File: config.mk
export PLATFORM = sky130hd
export DESIGN_NAME = sdram_wb_arbiter
export DESIGN_NICKNAME = d
export VERILOG_FILES = /design/src/rtl/sdram_wb_arbiter.sv
export SDC_FILE = /design/constraint.sdc
export NUM_CORES = 1
export LEC_CHECK = 0
export CAP_MARGIN = 20
export CELL_PAD_IN_SITES_DETAIL_PLACEMENT = 2
export CELL_PAD_IN_SITES_GLOBAL_PLACEMENT = 2
export CORE_ASPECT_RATIO = 0.8
export CORE_UTILIZATION = 13
export DETAILED_ROUTE_END_ITERATION = 7
export MAX_ROUTING_LAYER = met4
export PLACE_DENSITY = 0.83
export SLEW_MARGIN = 20
export SYNTH_ARGS = -nofsm -noshare
export SYNTH_HDL_FRONTEND = slang
export SYNTH_SLANG_ARGS = --single-unit
File: constraint.sdc
create_clock -name wb_clk -period 5.1 [get_ports wb_clk]
set_input_delay 1.275 -clock wb_clk [delete_from_list [all_inputs] [get_ports wb_clk]]
set_output_delay 1.275 -clock wb_clk [all_outputs]
set_load 0.01 [all_outputs]
File: src/rtl/sdram_wb_arbiter.sv
// sdram_wb_arbiter: two Wishbone masters share one SDRAM controller slave.
// Round-robin between simultaneous requests and a locked grant for the whole
// cyc. A watchdog aborts a strobe that waits too long for ack.
module sdram_wb_arbiter #(
  parameter int AW      = 32,
  parameter int DW      = 32,
  parameter int TIMEOUT = 255
) (
  input  logic            wb_clk,
  input  logic            wb_rst_n,

  // master 0 (instruction/data bus)
  input  logic            m0_cyc_i,
  input  logic            m0_stb_i,
  input  logic            m0_we_i,
  input  logic [AW-1:0]   m0_adr_i,
  input  logic [DW-1:0]   m0_dat_i,
  input  logic [DW/8-1:0] m0_sel_i,
  output logic [DW-1:0]   m0_dat_o,
  output logic            m0_ack_o,
  output logic            m0_err_o,

  // master 1 (DMA/peripheral)
  input  logic            m1_cyc_i,
  input  logic            m1_stb_i,
  input  logic            m1_we_i,
  input  logic [AW-1:0]   m1_adr_i,
  input  logic [DW-1:0]   m1_dat_i,
  input  logic [DW/8-1:0] m1_sel_i,
  output logic [DW-1:0]   m1_dat_o,
  output logic            m1_ack_o,
  output logic            m1_err_o,

  // SDRAM controller slave port
  output logic            s_cyc_o,
  output logic            s_stb_o,
  output logic            s_we_o,
  output logic [AW-1:0]   s_adr_o,
  output logic [DW-1:0]   s_dat_o,
  output logic [DW/8-1:0] s_sel_o,
  input  logic [DW-1:0]   s_dat_i,
  input  logic            s_ack_i,
  input  logic            s_err_i,

  output logic [1:0]      grant_o
);

  localparam int SW = DW / 8;

  // The counter value seen during the last permitted waiting cycle; the
  // abort fires in the cycle where the wait count would reach TIMEOUT.
  localparam logic [15:0] WD_LIMIT = 16'(TIMEOUT - 1);

  // Encoding doubles as the one-hot grant vector.
  typedef enum logic [1:0] {
    IDLE = 2'b00,
    OWN0 = 2'b01,
    OWN1 = 2'b10
  } state_t;

  state_t        state, state_nxt;
  logic          rr, rr_nxt;           // index of the master served last
  logic [15:0]   wd_cnt, wd_cnt_nxt;
  logic          timeout;

  // Signals of whichever master the FSM currently selects.
  logic          own_cyc, own_stb, own_we;
  logic [AW-1:0] own_adr;
  logic [DW-1:0] own_dat;
  logic [SW-1:0] own_sel;
  logic          own_ack, own_err;

  // Select the current owner's request lines (m0 whenever not OWN1).
  always_comb begin
    if (state == OWN1) begin
      own_cyc = m1_cyc_i;
      own_stb = m1_stb_i;
      own_we  = m1_we_i;
      own_adr = m1_adr_i;
      own_dat = m1_dat_i;
      own_sel = m1_sel_i;
    end else begin
      own_cyc = m0_cyc_i;
      own_stb = m0_stb_i;
      own_we  = m0_we_i;
      own_adr = m0_adr_i;
      own_dat = m0_dat_i;
      own_sel = m0_sel_i;
    end
  end

  // Next-state, watchdog and slave-port outputs.
  always_comb begin
    // NOTE: every output of this block gets a default first so no path through
    // the case statement can leave a signal unassigned and infer a latch.
    state_nxt  = state;
    rr_nxt     = rr;
    wd_cnt_nxt = '0;
    timeout    = 1'b0;
    own_ack    = 1'b0;
    own_err    = 1'b0;
    s_cyc_o    = 1'b0;
    s_stb_o    = 1'b0;
    s_we_o     = 1'b0;
    s_adr_o    = '0;
    s_dat_o    = '0;
    s_sel_o    = '0;

    case (state)
      IDLE: begin
        if (m0_cyc_i && m1_cyc_i) begin
          state_nxt = rr ? OWN0 : OWN1;
        end else if (m0_cyc_i) begin
          state_nxt = OWN0;
        end else if (m1_cyc_i) begin
          state_nxt = OWN1;
        end
      end

      OWN0, OWN1: begin
        s_cyc_o = own_cyc;
        s_stb_o = own_stb;
        s_we_o  = own_we;
        s_adr_o = own_adr;
        s_dat_o = own_dat;
        s_sel_o = own_sel;

        // Count only strobe cycles still waiting; a same-cycle ack beats the abort.
        if (own_stb && !s_ack_i && !s_err_i) begin
          if (wd_cnt == WD_LIMIT) begin
            timeout = 1'b1;
          end else begin
            wd_cnt_nxt = wd_cnt + 16'd1;
          end
        end

        if (timeout) begin
          s_cyc_o = 1'b0;
          s_stb_o = 1'b0;
          own_err = 1'b1;
        end else begin
          own_ack = s_ack_i;
          own_err = s_err_i;
        end

        // Release on cyc drop or abort; remember who was just served.
        if (timeout || !own_cyc) begin
          state_nxt = IDLE;
          rr_nxt    = (state == OWN1);
        end
      end

      default: state_nxt = IDLE;
    endcase
  end

  // State, round-robin bit and watchdog registers.
  always_ff @(posedge wb_clk) begin
    // NOTE: sequential state uses non-blocking assignments so every register
    // samples the pre-edge values regardless of statement order.
    if (!wb_rst_n) begin
      state  <= IDLE;
      rr     <= 1'b1;
      wd_cnt <= '0;
    end else begin
      state  <= state_nxt;
      rr     <= rr_nxt;
      wd_cnt <= wd_cnt_nxt;
    end
  end

  assign m0_dat_o = s_dat_i;
  assign m1_dat_o = s_dat_i;
  assign m0_ack_o = (state == OWN0) && own_ack;
  assign m0_err_o = (state == OWN0) && own_err;
  assign m1_ack_o = (state == OWN1) && own_ack;
  assign m1_err_o = (state == OWN1) && own_err;
  assign grant_o  = state;

endmodule

; ---- Word-level counts from Yosys, hierarchy flattened
; Index checks and enable logic that the tools add are counted.
; W data, S select, Z words.
[op_classes]
add_sub_neg = 1
n_eq_ne = 5
n_mux = 27
bitwise_logic = 3
reduce_logical = 16
[ops]
columns = cell, n
row1 = $mux W32, 4
row2 = $add A16 B1 Y16 const B, 1
row3 = $eq A16 B8 Y1 const B, 1
row4 = $mux W1, 15
row5 = $mux W2, 5
row6 = $mux W4, 2
row7 = $logic_and A1 B1 Y1, 7
row8 = $ne A4 B4 Y1 const B, 1
row9 = $pmux W2 S2, 1
row10 = $reduce_and A2 Y1, 2
row11 = $reduce_or A4 Y1, 1
row12 = $logic_not A1 Y1, 3
row13 = $not A1 Y1, 3
row14 = $eq A2 B1 Y1 const B, 1
row15 = $eq A2 B2 Y1 const B, 1
row16 = $logic_not A2 Y1, 1
row17 = $ne A2 B2 Y1 const B, 1
row18 = $reduce_or A2 Y1, 1
row19 = $logic_or A1 B1 Y1, 1
[totals]
reg_bits = 19
input_bits = 178
out_inout_bits = 141
word_cells = 55

; ---- Longest topological paths before layout
; Gate-level depths: netlist (run 1).
[depth]
word_depth = 9
ltp_mapped = 8
depth_no_buf = 7

; ---- Worst setup path before layout (run 1)
; Ideal clock, no wire load.
[synth_timing]
kind = input to output
startpoint = input m1_stb_i
endpoint = output m1_err_o
arrival_time_ns = 2.065
t_required_ns = 3.825
path_slack_ns = 1.760
path_stages = 5
path_buffers = 0
path_cell_list = mux2i_1 nor3_1 and2_4 nor2_1 nor2_1
[synth_between]
elab_chain_cells = 8
[synth_rtl]
columns = item, line_no
row1 = start: declaration, 25  ; input logic m1_stb_i,
row2 = $mux W1, 75  ; if (state == OWN1) begin
row3 = $logic_and A1 B1 Y1 (2 in series), 129  ; if (own_stb && !s_ack_i && !s_err_i) begin
row4 = $mux W1, 129
row5 = $mux W1, 109  ; case (state)
row6 = $mux W1, 137  ; if (timeout) begin
row7 = $mux W1, 109
row8 = $logic_and A1 B1 Y1, 177  ; assign m1_err_o = (state == OWN1) && own_err;
row9 = end: declaration, 32  ; output logic m1_err_o,
; No other way between the ends. The select of a mux whose other input is x is not followed.

; ---- Final worst setup path (run 1)
[layout_timing]
startpoint = input s_ack_i
endpoint = output m1_err_o
[layout_between]
elab_chain_cells = 8
[layout_rtl]
columns = item, line_no
row1 = start: declaration, 42  ; input logic s_ack_i,
row2 = $logic_not A1 Y1, 129
row3 = $logic_and A1 B1 Y1 (2 in series), 129
row4 = $mux W1, 129
row5 = $mux W1, 109
row6 = $mux W1, 137
row7 = $mux W1, 109
row8 = $logic_and A1 B1 Y1, 177
; No other way between the ends. The select of a mux whose other input is x is not followed.

==> impl_metrics.yaml, run 1 <==
logic_synthesis:
  syn_avg_cell_area_um2: 8.14
  yosys_warnings: 0
  ys_seq_area_share_pct: 14.2
  synth.cell_area_um2: 2690
  syn-instance-count: 330
  yosysUniqueCellTypes: 34
  ys.flop_type: "dfxtp_1"
  synth_nets: 513
  synthArstFlopShare_pct: 0
  synth_edf_count: 0
  ys_ff_latch: 19
pwr:
  p_leak_uw: 0.00161
  switching_share_pct: 36.0
  powerDensity_nw_per_um2: 248
  vdd_drop_max_mv: 0.102
  p_sw_uw: 431
  power_uw: 1200
  pwr-share-clk_pct: 13.5
  internal_power_uw: 765
  pwr-share-seq_pct: 13.4
  p_comb_share_pct: 73.1
global_routing:
  grt_max_degree: 74
  grt_pass1_wl_um: 17300
  grt_overflow: 0
  grt_pass1_vias: 2974
  grt_usage_pct: 11.1
  antenna_found_initial: 1
outcome:
  status: "completed"
sta:
  fmax_ghz: 0.213
  rsz0062_at_grt: "no"
  post-route-min-period_ns: 4.69
  worstMarginPinSlew_ns: 0.767
  setup_tns_ns: 0
  whs_ns: 0.475
  setup_viol: 0
  clock_skew_ns: 0.00256
  hold_violations: 0
  relSlewSlack_pct: 48.9
  period_share_pct: 92.0
  finalWorstSetupSlack_ns: 0.410
  slew_violations: 0
routing:
  wl_per_cell_um: 16.9
  drtIter0Drc: 50
  drc: 0
  antenna_left: 0
  num_vias: 2777
  vias_per_cell: 3.73
  totalWireLength_um: 12500
  firstDrtPassIters: 4
hold_path:
  min_path_type: "flop to flop"
clocking:
  clkLatencyLatePin_ns: 0.25
  cts_hold_buf: 0
  numCtsBuffers: 3
  tritoncts: "built"
  cts_root_buf: "clkbuf_16"
  post_cts_buffers: 0
  cts_buffer_depth: 2
  clk_pin_slew_ns: 0.05
  cts_resized: 0
  htree_levels: 1
  cts.sinks: 19
finish:
  mostFrequentLayoutCells: "222 x clkdlybuf4s50_1, 74 x mux2i_1, 69 x nor2b_1"
  drive_above_1_share_pct: 3.55
  layout_commonest_cell: "clkdlybuf4s50_1"
  layout-area-overhead-vs-synth_pct: 79.6
  nets: 663
  final_cell_count_no_fill: 744
  fillCellCount: 2292
worst_setup_path:
  r2r-end: "wd_cnt[15]"
  worst_setup_path_start_kind: "input port"
  worstPathRequired_ns: 3.83
  reg2reg_depth: 4
  crit_path_end_kind: "primary output"
  critPathArrivalTime_ns: 3.41
  endpoint: "m1_err_o"
  r2r_setup_slack_ns: 2.86
  timing.rr.start: "grant_o[0]"
  crit_start: "s_ack_i"
  crit_path_max_fanout: 4
  crit_type: "input port to primary output"
flow_run:
  maxCapViolations: 0
die:
  core_um2: 20000
  ios: 319
  num_rows: 46
  die-area_um2: 21200
  dieHeight_um: 131
  start_util_pct: 13.4
  die_x_um: 163
place:
  place_inst: 739
  numPortBuffers: 222
  dp_hpwl_um: 10600
  place.gp.congestion: 0.700
  place_ws_ns: 0.363
## power by group through the flow
stage               Combinational (uW)  Clock (uW)  Sequential, uW
floorplan                          450           0             162
global placement                   865           0             163
detailed placement                 888           0             163
CTS                                893         169             160
global route                       936         174             161
finish                             874         161             160
## per-stage QoR
stage	utilization (%)	instance area, um2
CTS	24.1	4820
floorplan	-	2690
detailed placement	23.7	4740
global placement	23.7	4740
global route	24.1	4820
finish	24.1	4820
## cell type report
cell class / count / area (um2) / share of cell area (%)
antenna: 1 / 2.50 / 0.0519
clock buffer: 3 / 75.1 / 1.56
clock inverter: 1 / 5.00 / 0.104
inverter: 5 / 18.8 / 0.389
multi-input combinational: 225 / 1750 / 36.2
sequential: 19 / 380 / 7.89
tap: 264 / 330 / 6.85
timing repair buffer: 226 / 2260 / 47.0
## synth_stat cells, types with 2 or more instances
cell | instances | area share, %
nor3_1 | 2 | 0.37
mux2i_1 | 74 | 28
ha_1 | 5 | 2.3
and3_1 | 4 | 0.93
nor2_1 | 21 | 2.9
nand2_1 | 10 | 1.4
buf_4 | 65 | 18
dfxtp_1 | 19 | 14
xor2_1 | 8 | 2.6
xnor2_1 | 5 | 1.6
or4bb_1 | 2 | 0.84
nor2b_1 | 69 | 16
buf_2 | 6 | 1.1
inv_1 | 5 | 0.70
clkbuf_1 | 9 | 1.3
nand4_1 | 2 | 0.47
nand3_1 | 6 | 1.1
o21ai_0 | 2 | 0.37
## cells by family (layout without fill, tap and decap cells)
family,after synthesis,in the layout,synth area share [%]
AO/OA/AOI/OAI,6,6,2.10
XOR/XNOR,13,13,4.24
adder cells (fa/ha/maj),5,5,2.33
buffers and inverters,86,235,21.4
flip-flops,19,19,14.2
multiplexers,74,74,27.6
other,0,1,0
AND/OR/NAND/NOR,127,127,28.2
## flip-flops by register name, summed over array words and instances, names as in the netlist
register  count
grant_o       2
rr            1
wd_cnt       16
## critical path: stages
cell and delay [ns]:
clkdlybuf4s50_1 0.58, nor3_1 0.44, and2_4 0.26, nor2_1 0.05
buf_4 0.15, nor2_1 0.11, clkdlybuf4s50_1 0.55
## metal layers
metal  track usage (%)  part of all wire (%)
met1              13.0                    41
met2              18.3                    50
met3              3.82                   8.4
met4              2.20                  0.11
met5                 -                     0
## worst min-delay path by stage
stage	startpoint	endpoint	slack [ns]	cells after the start
3_5_place_dp	wd_cnt[0]	wd_cnt[0]	0.47	1
3_3_place_gp	wd_cnt[0]	wd_cnt[0]	0.46	1
5_1_grt	wd_cnt[0]	wd_cnt[0]	0.52	1
2_1_floorplan	wd_cnt[0]	wd_cnt[0]	0.44	1
6_report	wd_cnt[0]	wd_cnt[0]	0.47	1
4_1_cts	wd_cnt[0]	wd_cnt[0]	0.48	1
Power figures use the tool's default switching activity.
==> inputs of run 2 (changes only) <==
--- a/config.mk
+++ b/config.mk
@@ -13,7 +13,7 @@
 export DETAILED_ROUTE_END_ITERATION = 7
 export MAX_ROUTING_LAYER = met4
 export PLACE_DENSITY = 0.83
-export SLEW_MARGIN = 20
+export SLEW_MARGIN = 10
 export SYNTH_ARGS = -nofsm -noshare
 export SYNTH_HDL_FRONTEND = slang
 export SYNTH_SLANG_ARGS = --single-unit
==> results of run 2 <==
Final layout, timing and power as in run 1 (identical DEF).
==> inputs of run 3 (changes only) <==
--- a/config.mk
+++ b/config.mk
@@ -8,10 +8,8 @@
 export CAP_MARGIN = 20
 export CELL_PAD_IN_SITES_DETAIL_PLACEMENT = 2
 export CELL_PAD_IN_SITES_GLOBAL_PLACEMENT = 2
-export CORE_ASPECT_RATIO = 0.8
 export CORE_UTILIZATION = 13
 export DETAILED_ROUTE_END_ITERATION = 7
-export MAX_ROUTING_LAYER = met4
 export PLACE_DENSITY = 0.83
 export SLEW_MARGIN = 10
 export SYNTH_ARGS = -nofsm -noshare
==> impl_metrics.yaml, run 3 (synthesis results as in run 1) <==
clocking:
  numCtsBuffers: 3
  cts_buffer_depth: 2
  post_cts_buffers: 0
  clkLatencyLatePin_ns: 0.26
  cts.sinks: 19
  cts_resized: 0
  htree_levels: 1
  clk_pin_slew_ns: 0.06
  tritoncts: "built"
  cts_hold_buf: 0
  cts_root_buf: "clkbuf_16"
sta:
  period_share_pct: 90.6
  hold_violations: 0
  setup_tns_ns: 0
  whs_ns: 0.496
  worstMarginPinSlew_ns: 0.574
  post-route-min-period_ns: 4.62
  rsz0062_at_grt: "no"
  finalWorstSetupSlack_ns: 0.482
  setup_viol: 0
  slew_violations: 0
  fmax_ghz: 0.217
  clock_skew_ns: 0.00486
  relSlewSlack_pct: 61.7
pwr:
  internal_power_uw: 763
  power_uw: 1180
  switching_share_pct: 35.5
  p_comb_share_pct: 72.4
  vdd_drop_max_mv: 0.0759
  pwr-share-clk_pct: 14.1
  pwr-share-seq_pct: 13.5
  p_leak_uw: 0.00161
  powerDensity_nw_per_um2: 245
  p_sw_uw: 420
worst_setup_path:
  endpoint: "m0_err_o"
  crit_type: "input port to primary output"
  path_buf_inv: 2
  worst_setup_path_start_kind: "input port"
  path_cells: "clkdlybuf4s50_1 -> mux2i_1 -> nor3_1 -> and2_4 -> nor2_1 -> nor2_1 -> clkdlybuf4s50_1"
  worstPathRequired_ns: 3.83
  timing.rr.start: "grant_o[0]"
  r2r_setup_slack_ns: 3.00
  crit_path_max_fanout: 4
  crit_path_end_kind: "primary output"
  critPathArrivalTime_ns: 3.34
  r2r-end: "wd_cnt[5]"
  cp_slowest_cell: "clkdlybuf4s50_1"
  crit_start: "m1_stb_i"
  reg2reg_depth: 6
  crit_cells: 7
  critical-path-max-stage-delay_ns: 0.57
  crit_family: "buffers and inverters"
finish:
  layout-area-overhead-vs-synth_pct: 79.5
  drive_above_1_share_pct: 3.35
  mostFrequentLayoutCells: "222 x clkdlybuf4s50_1, 74 x mux2i_1, 69 x nor2b_1"
  largest-register: "wd_cnt"
  largest_reg_flops: 16
  nets: 662
  layout_commonest_cell: "clkdlybuf4s50_1"
  antenna_cells: 0
  final_core_util_pct: 23.8
place:
  dp_hpwl_um: 9380
  numPortBuffers: 222
  place.gp.congestion: 0.720
  place_ws_ns: 0.457
hold_path:
  min_path_type: "flop to flop"
  min_from: "wd_cnt[0]"
routing:
  antenna_left: 0
  totalWireLength_um: 11200
  firstDrtPassIters: 4
  wl_per_cell_um: 15.0
  num_vias: 2791
  drc: 0
  drtIter0Drc: 30
  vias_per_cell: 3.73
die:
  die_x_um: 146
  num_rows: 52
  core_um2: 20200
  die-area_um2: 21200
  dieHeight_um: 146
  ios: 319
  start_util_pct: 13.3
global_routing:
  grt_usage_pct: 10.2
  grt_pass1_wl_um: 17100
  grt_max_degree: 74
  antenna_found_initial: 0
  grt_overflow: 0
  grt_pass1_vias: 2979
flow_run:
  maxCapViolations: 0
outcome:
  status: "completed"
run 3: cell types whose count changed in the layout (fill, tap and decap cells not counted), sizes merged:
cell   delta
buf       -1
diode     -1
run 3: layer usage:
metal	vias to the layer above	track usage (%)	part of all wire, %
li1	1327	-	-
met1	1312	12.2	42
met2	145	17.1	47
met3	7	4.20	9.8
met4	0	1.89	0.87
met5	-	0	0
run 3: worst min path at each step:
stage                       endpoint  slack, ns  depth (start not counted)
after floorplan            wd_cnt[0]       0.44                          1
after global placement     wd_cnt[0]       0.46                          1
after detailed placement   wd_cnt[0]       0.49                          1
after CTS                  wd_cnt[0]       0.50                          1
after global routing      wd_cnt[15]       0.52                          2
final                      wd_cnt[0]       0.50                          1
run 3: stage by stage:
| step | cell area (um2) | cells |
|---|---|---|
| 2_1_floorplan | 2690 | 330 |
| 3_3_place_gp | 4740 | 744 |
| 3_5_place_dp | 4740 | 744 |
| 4_1_cts | 4820 | 748 |
| 5_1_grt | 4820 | 748 |
| 6_report | 4820 | 748 |
run 3: final cells by class:
type,count,area (um2)
sequential,19,380
clock inverter,1,5.00
fill,2331,15400
inverter,5,18.8
multi-input combinational,225,1750
clock buffer,3,75.1
timing repair buffer,225,2260
tap,270,338
run 3: power by group through the flow:
stage | clock (uW) | combinational [uW] | sequential, uW
after detailed placement | 0 | 870 | 163
after global routing | 178 | 914 | 161
after CTS | 171 | 874 | 160
final | 166 | 857 | 160
after global placement | 0 | 859 | 163
after floorplan | 0 | 450 | 162
run 3: worst register-to-register path, delay by kind of cell, from the launching register on:
| kind | cells | cell delay [ns] |
|---|---|---|
| buf+inv | 1 | 0.13 |
| fa+ha+maj | 1 | 0.20 |
| flops | 1 | 0.40 |
| simple gates | 3 | 1.14 |
| mux | 1 | 0.16 |
